## src/rtl/win_scan_fsm.sv

```systemverilog
// rtl/win_scan_fsm.sv - sequential K-in-a-row win scanner for an N x N board
// Optional WIN_MASK_EN adds win_mask, a one-hot-per-cell map of the winning line.
module win_scan_fsm #(
    parameter int N       = 3,
    parameter int WIN_LEN = 3
) (
    input  logic                   clk,
    input  logic                   reset,
    input  logic                   start,
    input  logic [2*N*N-1:0]       gBoard,
    output logic                   busy,
    output logic                   done,
    output logic                   gameIsDone,
    output logic [1:0]             winner,
    output logic [$clog2(N)-1:0]   win_row,
    output logic [$clog2(N)-1:0]   win_col,
    output logic [1:0]             win_dir
`ifdef WIN_MASK_EN
    ,
    output logic [N*N-1:0]         win_mask
`endif
);

    localparam int CW = $clog2(N);
    localparam int AW = $clog2(N*N);

    typedef enum logic [1:0] {IDLE, SCAN, REPORT} state_t;

    state_t            state_q, state_d;
    logic [2*N*N-1:0]  board_q;
    logic [AW-1:0]     a_q;
    logic [CW-1:0]     row_q, col_q;

    logic              hit, hit_p, last, full;
    logic [1:0]        hit_dir;
    logic [1:0]        chk_r, chk_d, chk_dr, chk_dl;
    logic              fit_r, fit_d, fit_dl;

    // Returns {all cells occupied and same player, player of the anchor cell}.
    function automatic logic [1:0] line_chk(input logic [2*N*N-1:0] b, input int r, input int c,
                                            input int dr, input int dc);
        logic ok;
        logic p0;
        int   idx;
        ok = 1'b1;
        p0 = b[2*(r*N+c)+1];
        for (int k = 0; k < WIN_LEN; k++) begin
            idx = (r + dr*k)*N + (c + dc*k);
            if (!b[2*idx]) ok = 1'b0;
            if (b[2*idx+1] != p0) ok = 1'b0;
        end
        return {ok, p0};
    endfunction

`ifdef WIN_MASK_EN
    function automatic logic [N*N-1:0] line_mask(input int r, input int c, input int dr, input int dc);
        logic [N*N-1:0] m;
        m = '0;
        for (int k = 0; k < WIN_LEN; k++) m[(r + dr*k)*N + (c + dc*k)] = 1'b1;
        return m;
    endfunction

    logic [N*N-1:0] mask_q;
    assign win_mask = mask_q;
`endif

    always_comb begin
        fit_r   = int'(col_q) + WIN_LEN <= N;
        fit_d   = int'(row_q) + WIN_LEN <= N;
        fit_dl  = (int'(col_q) >= WIN_LEN - 1) && fit_d;
        chk_r   = fit_r           ? line_chk(board_q, int'(row_q), int'(col_q), 0,  1) : 2'b00;
        chk_d   = fit_d           ? line_chk(board_q, int'(row_q), int'(col_q), 1,  0) : 2'b00;
        chk_dr  = (fit_r && fit_d) ? line_chk(board_q, int'(row_q), int'(col_q), 1,  1) : 2'b00;
        chk_dl  = fit_dl          ? line_chk(board_q, int'(row_q), int'(col_q), 1, -1) : 2'b00;
        hit     = 1'b1;
        hit_p   = 1'b0;
        hit_dir = 2'b00;
        if (chk_r[1])       begin hit_p = chk_r[0];  hit_dir = 2'b00; end
        else if (chk_d[1])  begin hit_p = chk_d[0];  hit_dir = 2'b01; end
        else if (chk_dr[1]) begin hit_p = chk_dr[0]; hit_dir = 2'b10; end
        else if (chk_dl[1]) begin hit_p = chk_dl[0]; hit_dir = 2'b11; end
        else                hit = 1'b0;
        last = (a_q == AW'(N*N-1));
        full = 1'b1;
        for (int c = 0; c < N*N; c++) if (!board_q[2*c]) full = 1'b0;
    end

    always_comb begin
        state_d    = state_q;
        busy       = (state_q == SCAN);
        done       = (state_q == REPORT);
        gameIsDone = (winner != 2'b00);
        case (state_q)
            IDLE:    if (start) state_d = SCAN;
            SCAN:    if (hit || last) state_d = REPORT;
            REPORT:  state_d = IDLE;
            default: state_d = IDLE;
        endcase
    end

    always_ff @(posedge clk or posedge reset) begin
        if (reset) state_q <= IDLE;
        else       state_q <= state_d;
    end

    // Results only change on the SCAN->REPORT transition so they hold across a new scan.
    always_ff @(posedge clk or posedge reset) begin
        if (reset) begin
            board_q <= '0;
            a_q     <= '0;
            row_q   <= '0;
            col_q   <= '0;
            winner  <= 2'b00;
            win_row <= '0;
            win_col <= '0;
            win_dir <= 2'b00;
`ifdef WIN_MASK_EN
            mask_q  <= '0;
`endif
        end else if (state_q == IDLE) begin
            if (start) begin
                board_q <= gBoard;
                a_q     <= '0;
                row_q   <= '0;
                col_q   <= '0;
            end
        end else if (state_q == SCAN) begin
            if (hit) begin
                winner  <= {1'b1, hit_p};
                win_row <= row_q;
                win_col <= col_q;
                win_dir <= hit_dir;
`ifdef WIN_MASK_EN
                case (hit_dir)
                    2'b00:   mask_q <= line_mask(int'(row_q), int'(col_q), 0,  1);
                    2'b01:   mask_q <= line_mask(int'(row_q), int'(col_q), 1,  0);
                    2'b10:   mask_q <= line_mask(int'(row_q), int'(col_q), 1,  1);
                    default: mask_q <= line_mask(int'(row_q), int'(col_q), 1, -1);
                endcase
`endif
            end else if (last) begin
                winner  <= full ? 2'b01 : 2'b00;
                win_row <= '0;
                win_col <= '0;
                win_dir <= 2'b00;
`ifdef WIN_MASK_EN
                mask_q  <= '0;
`endif
            end else begin
                a_q <= a_q + AW'(1);
                if (col_q == CW'(N-1)) begin
                    col_q <= '0;
                    row_q <= row_q + CW'(1);
                end else begin
                    col_q <= col_q + CW'(1);
                end
            end
        end
    end

endmodule
```

## config.mk

```make
export PLATFORM = sky130hd
export DESIGN_NAME = win_scan_fsm
export DESIGN_NICKNAME = d
export VERILOG_FILES = /design/src/rtl/win_scan_fsm.sv
export SDC_FILE = /design/constraint.sdc
export NUM_CORES = 1
export LEC_CHECK = 0
export ABC_AREA = 1
export CORE_ASPECT_RATIO = 1.2
export CORE_MARGIN = 2
export CORE_UTILIZATION = 52
export DETAILED_ROUTE_END_ITERATION = 7
export GPL_TIMING_DRIVEN = 0
export PLACE_DENSITY = 0.68
export SYNTH_ARGS = -nofsm -noshare
export SYNTH_HDL_FRONTEND = slang
export SYNTH_SLANG_ARGS = --single-unit
```

## constraint.sdc

```tcl
create_clock -name clk -period 7.8 [get_ports clk]
set_clock_uncertainty 0.2 [all_clocks]
set_input_delay 1.56 -clock clk [delete_from_list [all_inputs] [get_ports clk]]
set_output_delay 1.56 -clock clk [all_outputs]
set_load 0.02 [all_outputs]
```

After elaboration in Yosys (flattened, before gate mapping)
Cells that the tools add are included.
{ "totals": {"register_bits": 36, "word_cells": 214} }
{ "op_classes": {"n_lt_le_gt_ge": 21, "mux": 122, "n_reduce_logical": 13, "n_mul": 3, "bitwise": 1, "add_sub_neg": 29, "n_eq_ne": 16} }
{ "ops": {"columns": ["cell", "n"], "rows": [
  ["less-than comparator 32 x 7 -> 1 bit, second input constant", 12],
  ["adder 32 x 2 -> 32 bit, second input constant", 6],
  ["two-way mux 1 bit", 71],
  ["adder 31 x 3 -> 31 bit", 2],
  ["adder 31 bit", 2],
  ["adder 31 x 4 -> 31 bit", 2],
  ["two-way mux 2 bit", 27],
  ["binary-select mux 1 bit (select 5 bit)", 9],
  ["binary-select mux 1 bit (select 4 bit)", 9],
  ["two-way mux 4 bit", 5],
  ["adder 8 x 2 -> 9 bit, second input constant", 2],
  ["less-than comparator 9 x 7 -> 1 bit, second input constant", 2],
  ["less-than comparator 8 x 7 -> 1 bit, second input constant", 2],
  ["adder 6 x 4 -> 7 bit", 2],
  ["adder 2 x 2 -> 3 bit, second input constant", 4],
  ["multiplier 3 x 2 -> 5 bit, second input constant", 2],
  ["!= test 1 bit", 8],
  ["nonzero test 2 bit", 4],
  ["adder 6 x 1 -> 7 bit, second input constant", 1],
  ["less-than comparator 7 x 6 -> 1 bit, second input constant", 1],
  ["adder 2 x 1 -> 3 bit, second input constant", 2],
  ["<= comparator 3 x 2 -> 1 bit, second input constant", 2],
  ["less-than comparator 6 bit, second input constant", 1],
  ["!= test 2 x 1 -> 1 bit, second input constant", 3],
  ["other kinds (20)", 24]
]} }

Longest topological paths before layout
{ "logic_depth": {"ltp_word": 19, "mapped_depth": 26, "depth_no_buf": 26} }

Worst setup path before layout
OpenSTA, ideal clock, no wires.
{ "synth_path": {"path_kind": "register -> register", "from": "register row_q[0]", "to": "register a_q[2]", "arrival_ns": 3.451, "setup_slack_ns": 4.032, "stages_incl_launch_ff": 25, "setup_time_ns": 0.117, "period_less_slack_ns": 3.768, "required_ns": 7.483, "path_cell_list": "dfrtp_1 > inv_2 > ha_1 > inv_2 > nand2_1 > nand2_1 > inv_1 > ha_1 > inv_1 > ha_1 > inv_1 > fa_1 > inv_1 > nand3_1 > o21ai_0 > nand2_1 > nand2_1 > nor2_1 > nand3_2 > nand3_4 > nor2_1 > nand2_1 > nand2_2 > nand2_1 > nand2_1"} }
{ "synth_between": {"elab_chain_cells": 18, "elab_cells_between_ends": 116, "classes_between": "21 x add/sub; 3 x mul; 1 x order compare; 9 x eq/ne; 79 x mux; 3 x reduce/logical"} }
{ "synth_lines": {"columns": ["element", "line", "source"], "rows": [
  ["start, declared", "32", "logic [CW-1:0] row_q, col_q;"],
  ["start signal, assigned", "153", "row_q <= row_q + CW'(1);"],
  ["branches (longest 15 deep; another with adder 32 x 2 -> 32 bit)", null, null],
  ["two-way mux 1 bit (*)", "78", "if (chk_r[1]) begin hit_p = chk_r[0]; hit_dir = 2'b00; end"],
  ["!= test 2 x 1 -> 1 bit (no source line) (*)", null, null],
  ["AND reduction 4 bit (no source line) (*)", null, null],
  ["end signal, assigned", "150", "a_q <= a_q + AW'(1);"],
  ["end, declared", "31", "logic [AW-1:0] a_q;"]
]} }
Mark *: on every way between the ends. The select of a mux whose other input is x is not followed.
A chain may end at the register's enable or synchronous reset.

Worst setup path in the final report
{ "layout_path": {"from": "register row_q[0]", "to": "register a_q[1]"} }
Same word-level chain as after synthesis.

==> impl_metrics.csv <==
group,metric,value,unit
status,status,"completed",
synth,synth.most_common_cell,"nand2_1",
worst_setup_path,critical_path_required,7.78,ns
detailed_routing,avgViaCountPerCell,5.493,
global_route,overflow,0,
global_route,track_usage,27.60,%
worst_setup_path,reg2reg_from,"row_q[0]",
clocking,cts_resized,0,
cells_and_area,final_cell_area,4564,um2
synth,ys_seq_elements,36,
synth,ys_async_sr_fraction,100.0,%
floorplan,die_x,84.49,um
synth,ys_top_cells_by_area,"dfrtp_1 (22%), nand2_1 (21%), nand3_1 (13%)",
clocking,cts_made_buffers,5,
worst_setup_path,critical_path.startpoint,"row_q[0]",
worst_hold_path,min_from,"win_dir[1]",
floorplan,die_h,100.6,um
clocking,cts.sinks,36,
clocking,cts_buffer_depth,2,
synth,synth_top_cells_by_count,"nand2_1 (230), nand3_1 (109), inv_1 (63)",
cells_and_area,drive_gt1_share,9.756,%
timing,relSlewSlack,49.76,%
clocking,cts_setup_buffers,0,
synth,yosys_warnings,0,
place,portBuffers,31,
synth,synth_cell_types,40,
timing,rsz0062_at_grt,"no",
detailed_routing,post_drt_wl_per_cell,15.04,um
synth,synth_area,4043,um2
timing,fin_tns_setup,0,ns
clocking,clock_latency,0.29,ns
synth,synth_top_area_share,22.28,%
worst_setup_path,criticalPathCategory,"register to register",
synth,synth_area_leader_cell,"dfrtp_1",
synth,syn_nets,679,
worst_setup_path,worst-path-max-fanout,11,
detailed_routing,vias,4109,
worst_hold_path,hold_path_class,"register to register",
floorplan,initial_core_util,53.05,%
cells_and_area,seq_area,900.9,um2
clocking,ctsHtreeMaxLevel,2,
timing,fin_crit_sh,58.31,%
clocking,clkSlewWorstSetupHoldPaths,0.08,ns
timing,hold_violations,0,
timing,tightest_slew,0.7525,ns
floorplan,rows,35,
detailed_routing,wirelength,11.25,mm
synth,seq_area_frac_synth,22.28,%
global_route,first_global_vias,3940,
synth,synth-main-ff-cell,"dfrtp_1",
cells_and_area,multi_input_area,2819,um2
floorplan,die-area,8498,um2
synth,synth_area_per_cell,6.541,um2
run,cap_violations,0,
worst_setup_path,crit_path_end_kind,"register",
place,dp_hpwl,9.219,mm
cells_and_area,fin_nets,717,
detailed_routing,drc,0,
timing,layout_min_cycle_time,4.548,ns
global_route,grt_max_degree,37,
place,placed_area,4468,um2
timing,setup_viol,0,
worst_setup_path,startpoint_type,"register",
detailed_routing,drtAntennaViolNets,0,
global_route,grt_first_pass_wirelength,18.80,mm
detailed_routing,first_iter_violations,227,
worst_setup_path,cp.arrival,4.53,ns
timing,fmax,0.2199,GHz
clocking,cts-root-buf,"clkbuf_8",
cells_and_area,n_antenna_cell,0,
cells_and_area,fill_cells,773,
clocking,cts_hold_buffers,0,
synth,synth_edf_count,0,
floorplan,ioPinCount,32,
clocking,cts_tree,"yes",
cells_and_area,area_growth,12.91,%
global_route,antenna_found_initial,0,
timing,slew_viol_final,0,
worst_setup_path,reg2reg_slack,3.25,ns
place,gp_congestion,0.9252,
detailed_routing,dr.pass1.iters,5,
synth,synthCells,618,
floorplan,coreArea,7620,um2
area by class of cell:
type / instances / share of cell area [%]
repair buffers: 31 / 6.798
plain buffers: 8 / 1.014
well taps: 92 / 2.522
multi-input cells: 501 / 61.76
inverters: 73 / 6.058
flip-flops and latches: 36 / 19.74
clock buffers: 7 / 2.111
worst paths after layout:
check / endpoint / depth (start not counted)
worst max-delay path: a_q[1] / 22
worst min-delay path: win_dir[1] / 2
worst max register to register: a_q[1] / 22
worst min register to register: win_dir[1] / 2
max in group asynchronous: board_q[11] / 2
min in group asynchronous: win_dir[0] / 2
worst max-delay path, cell delays in order, from the launching register on:
cell and delay (ns):
dfrtp_1 0.52, inv_2 0.16, ha_1 0.64, inv_2 0.17, nand2_1 0.11, nand2_1 0.10, inv_1 0.09, ha_1 0.26
inv_1 0.07, ha_1 0.13, inv_1 0.04, fa_1 0.62, o21ai_0 0.13, o21ai_0 0.26, nand2_1 0.08, nand2_1 0.08
nor2_1 0.06, nand3_2 0.14, nand3_4 0.11, nand2_1 0.11, nand4_2 0.19, nand2_1 0.11, nand2_1 0.05
per-stage QoR:
step	worst slack, ns	hold slack (ns)	cells	util [%]
CTS	3.278	0.2955	748	59.90
global route	2.903	0.3215	748	59.90
finish	3.252	0.2908	748	59.90
detailed placement	3.289	0.2674	741	58.64
floorplan	4.032	0.2828	618	-
global placement	3.321	0.2771	741	58.64
cells in the final DEF, fill, tap and decap left out, types with 2 or more instances in the layout:
| cell type | instances |
|---|---|
| xor2_1 | 3 |
| nor2_1 | 26 |
| clkdlybuf4s50_1 | 31 |
| inv_1 | 62 |
| xnor2_1 | 8 |
| nand2_2 | 9 |
| nand3_1 | 109 |
| nand4_1 | 9 |
| a31oi_1 | 2 |
| or2_2 | 2 |
| o21ai_0 | 10 |
| nor2_2 | 3 |
| inv_2 | 9 |
| o21ai_1 | 7 |
| buf_2 | 4 |
| nand2_1 | 230 |
| mux2_2 | 14 |
| a21oi_1 | 10 |
| nand3_2 | 5 |
| clkbuf_8 | 7 |
| dfrtp_1 | 36 |
| nor3_1 | 2 |
| ha_1 | 32 |
| fa_1 | 8 |
registers in the layout (all words and copies together) (netlist names):
register	flops
board_q	18
winner	2
state_q	2
win_row	2
win_dir	2
win_col	2
a_q	4
row_q	2
col_q	2
kinds of logic (layout without fill, tap and decap cells):
| family | Yosys count | after routing | share of synthesized area, % |
|---|---|---|---|
| multiplexers | 14 | 14 | 3.900 |
| buffers and inverters | 81 | 119 | 7.985 |
| AO/OA/AOI/OAI | 34 | 34 | 4.983 |
| flip-flops | 36 | 36 | 22.28 |
| adder cells (fa/ha/maj) | 40 | 40 | 13.87 |
| AND/OR/NAND/NOR | 401 | 401 | 44.20 |
| XOR/XNOR | 12 | 12 | 2.786 |
per-layer routing:
layer | GRT usage [%] | routed length, um
met2 | 49.55 | 5680
met4 | 10.99 | 389
met5 | 0 | 0
met3 | 1.966 | 364
met1 | 34.44 | 4815
Power is not shown: default switching activity piles up to over one toggle a cycle in this logic, so the estimate is an artifact.
==> variant, RTL diff (same flow settings) <==
Reset style: synchronous (`reset`), changed in 2 clocked blocks.
--- a/src/rtl/win_scan_fsm.sv
+++ b/src/rtl/win_scan_fsm.sv
@@ -98,13 +98,13 @@
         endcase
     end
 
-    always_ff @(posedge clk or posedge reset) begin
+    always_ff @(posedge clk) begin
         if (reset) state_q <= IDLE;
         else       state_q <= state_d;
     end
 
     // Results only change on the SCAN->REPORT transition so they hold across a new scan.
-    always_ff @(posedge clk or posedge reset) begin
+    always_ff @(posedge clk) begin
         if (reset) begin
             board_q <= '0;
             a_q     <= '0;
Function: not settled (the Yosys comparison gave no result); the edit may change what the design does.
==> variant against the original RTL <==
Sequential cell count is the same. First-iteration DRC count grew 77%. Synthesized cell count grew 6.8%. Critical endpoint is now win_dir[0]. Sequential share of layout area shrank 3.9 points. Highest routed layer unchanged. Routed wire length grew 8.4%. Area after synthesis shrank 2.1%. Final area shrank 0.52%. Largest cell class unchanged. Cell count grew 5.5%. Setup slack lost 0.56 ns. Die area shrank 2.0%.
Power is left out: the tool's default activity adds up to more than one toggle a clock period on the data nets, which glitch-free logic cannot reach.
==> variant: results (changes against the original RTL) <==
Cells and area
  – Layout Cells excl Fill: 789 (was 748)
  – Final Net Count: 759 (was 717)
  – Multi-input comb cells: 544 (was 501)
  – Non-clk buf share: 8.16% (was 7.81%)
  – Post-layout util: 62.1% (was 59.9%)
  – Seq area share: 15.9% (was 19.7%)
  – Buffers, non-clock: 42 (was 39)
  – CLK BUF: 5 (was 7)
  – Clk cell area share: 3.50% (was 2.11%)
  – Fillers: 775 (was 773)
  – Proportion of layout cells with a drive suffix above 1: 5.15% (was 9.76%)
  – Area of the multi-input gates: 2920 um2 (was 2820 um2)
  – Non-Clock Inverter Count: 69 (was 73)

Synth
  – Mapped Cells: 660 (was 618)
  – Synth area leaders: nand2_1, dfxtp_1, nand3_1 (was dfrtp_1, nand2_1, nand3_1)
  – Synth Flop Type: dfxtp_1 (was dfrtp_1)
  – Cell variety after synth: 33 (was 40)
  – Most frequent cells after synthesis: nand2_1, nand3_1, inv_1 (unchanged)
  – Register area share after synthesis: 18.2% (was 22.3%)
  – Post-synthesis async set-or-reset flop share: 0% (was 100%)

Worst hold path
  – Worst Hold Class: flop to flop (unchanged)
  – Endpoint, Worst Hold: win_row[1] (was win_dir[1])

Global route
  – Largest net degree at the start of global routing: 14 (was 37)
  – First-pass GRT wire length: 19.9 mm (was 18.8 mm)
  – Met2 Usage GRT: 54.0% (was 49.5%)
  – Vias in the first global route: 4220 (was 3940)
  – GRT Overall Usage: 29.7% (was 27.6%)

Route
  – Router iterations before antenna repair: 7 (was 5)
  – Met3 wire len: 592 um (was 364 um)
  – Met2 wire length: 6.02 mm (was 5.68 mm)
  – Post-DR wirelength/cell: 15.5 um (was 15.0 um)
  – DR iter-0 viols: 402 (was 227)
  – DRT met1 WL: 5.02 mm (was 4.82 mm)
  – Vias per cell: 5.63 (was 5.49)

STA
  – Worst-Margin Slew: 0.655 ns (was 0.753 ns)
  – Fin crit share: 65.5% (was 58.3%)
  – Fin Hold WS: 0.269 ns (was 0.291 ns)

Outcome
  – Status: complete, no violations (unchanged)

Setup path
  – Worst path slowest cell: ha_1 (unchanged)
  – Slowest Stage Delay on Critical Path: 0.69 ns (was 0.64 ns)
  – RR Startpoint: row_q[0] (unchanged)
  – R2R depth: 23 (was 22)
  – Crit path to: win_dir[0] (was a_q[1])
  – Data arrival, critical path: 5.09 ns (was 4.53 ns)

Place
  – Dpl cells: 781 (was 741)
  – RePlAce Congestion: 0.965 (was 0.925)
  – Hpwl dp: 9.79 mm (was 9.22 mm)
  – Setup WS pre-CTS: 2.67 ns (was 3.29 ns)
## variant: changes by cell type in the layout (fill, tap and decap cells not counted), moves of 4 or more
| cell | change |
|---|---|
| dfrtp_1 | -36 |
| dfxtp_1 | +36 |
| nor2_1 | +33 |
| a21oi_1 | +17 |
| o21ai_0 | +16 |
| nand2_1 | -15 |
| mux2_2 | -14 |
| clkbuf_1 | +7 |
| inv_2 | -5 |
| buf_2 | -4 |
| xor2_1 | +4 |
## variant: cell families (layout without fill, tap and decap cells)
kind of cell / Yosys count / count (layout) / share of synthesized area, %
AOI/OAI and AO/OA: 66 / 66 / 9.07
xor gates and xnor gates: 14 / 14 / 3.10
adders and majority gates: 40 / 40 / 14.2
buffers and inverters: 80 / 119 / 8.06
DFF: 36 / 36 / 18.2
and+or+nand+nor: 424 / 424 / 47.4
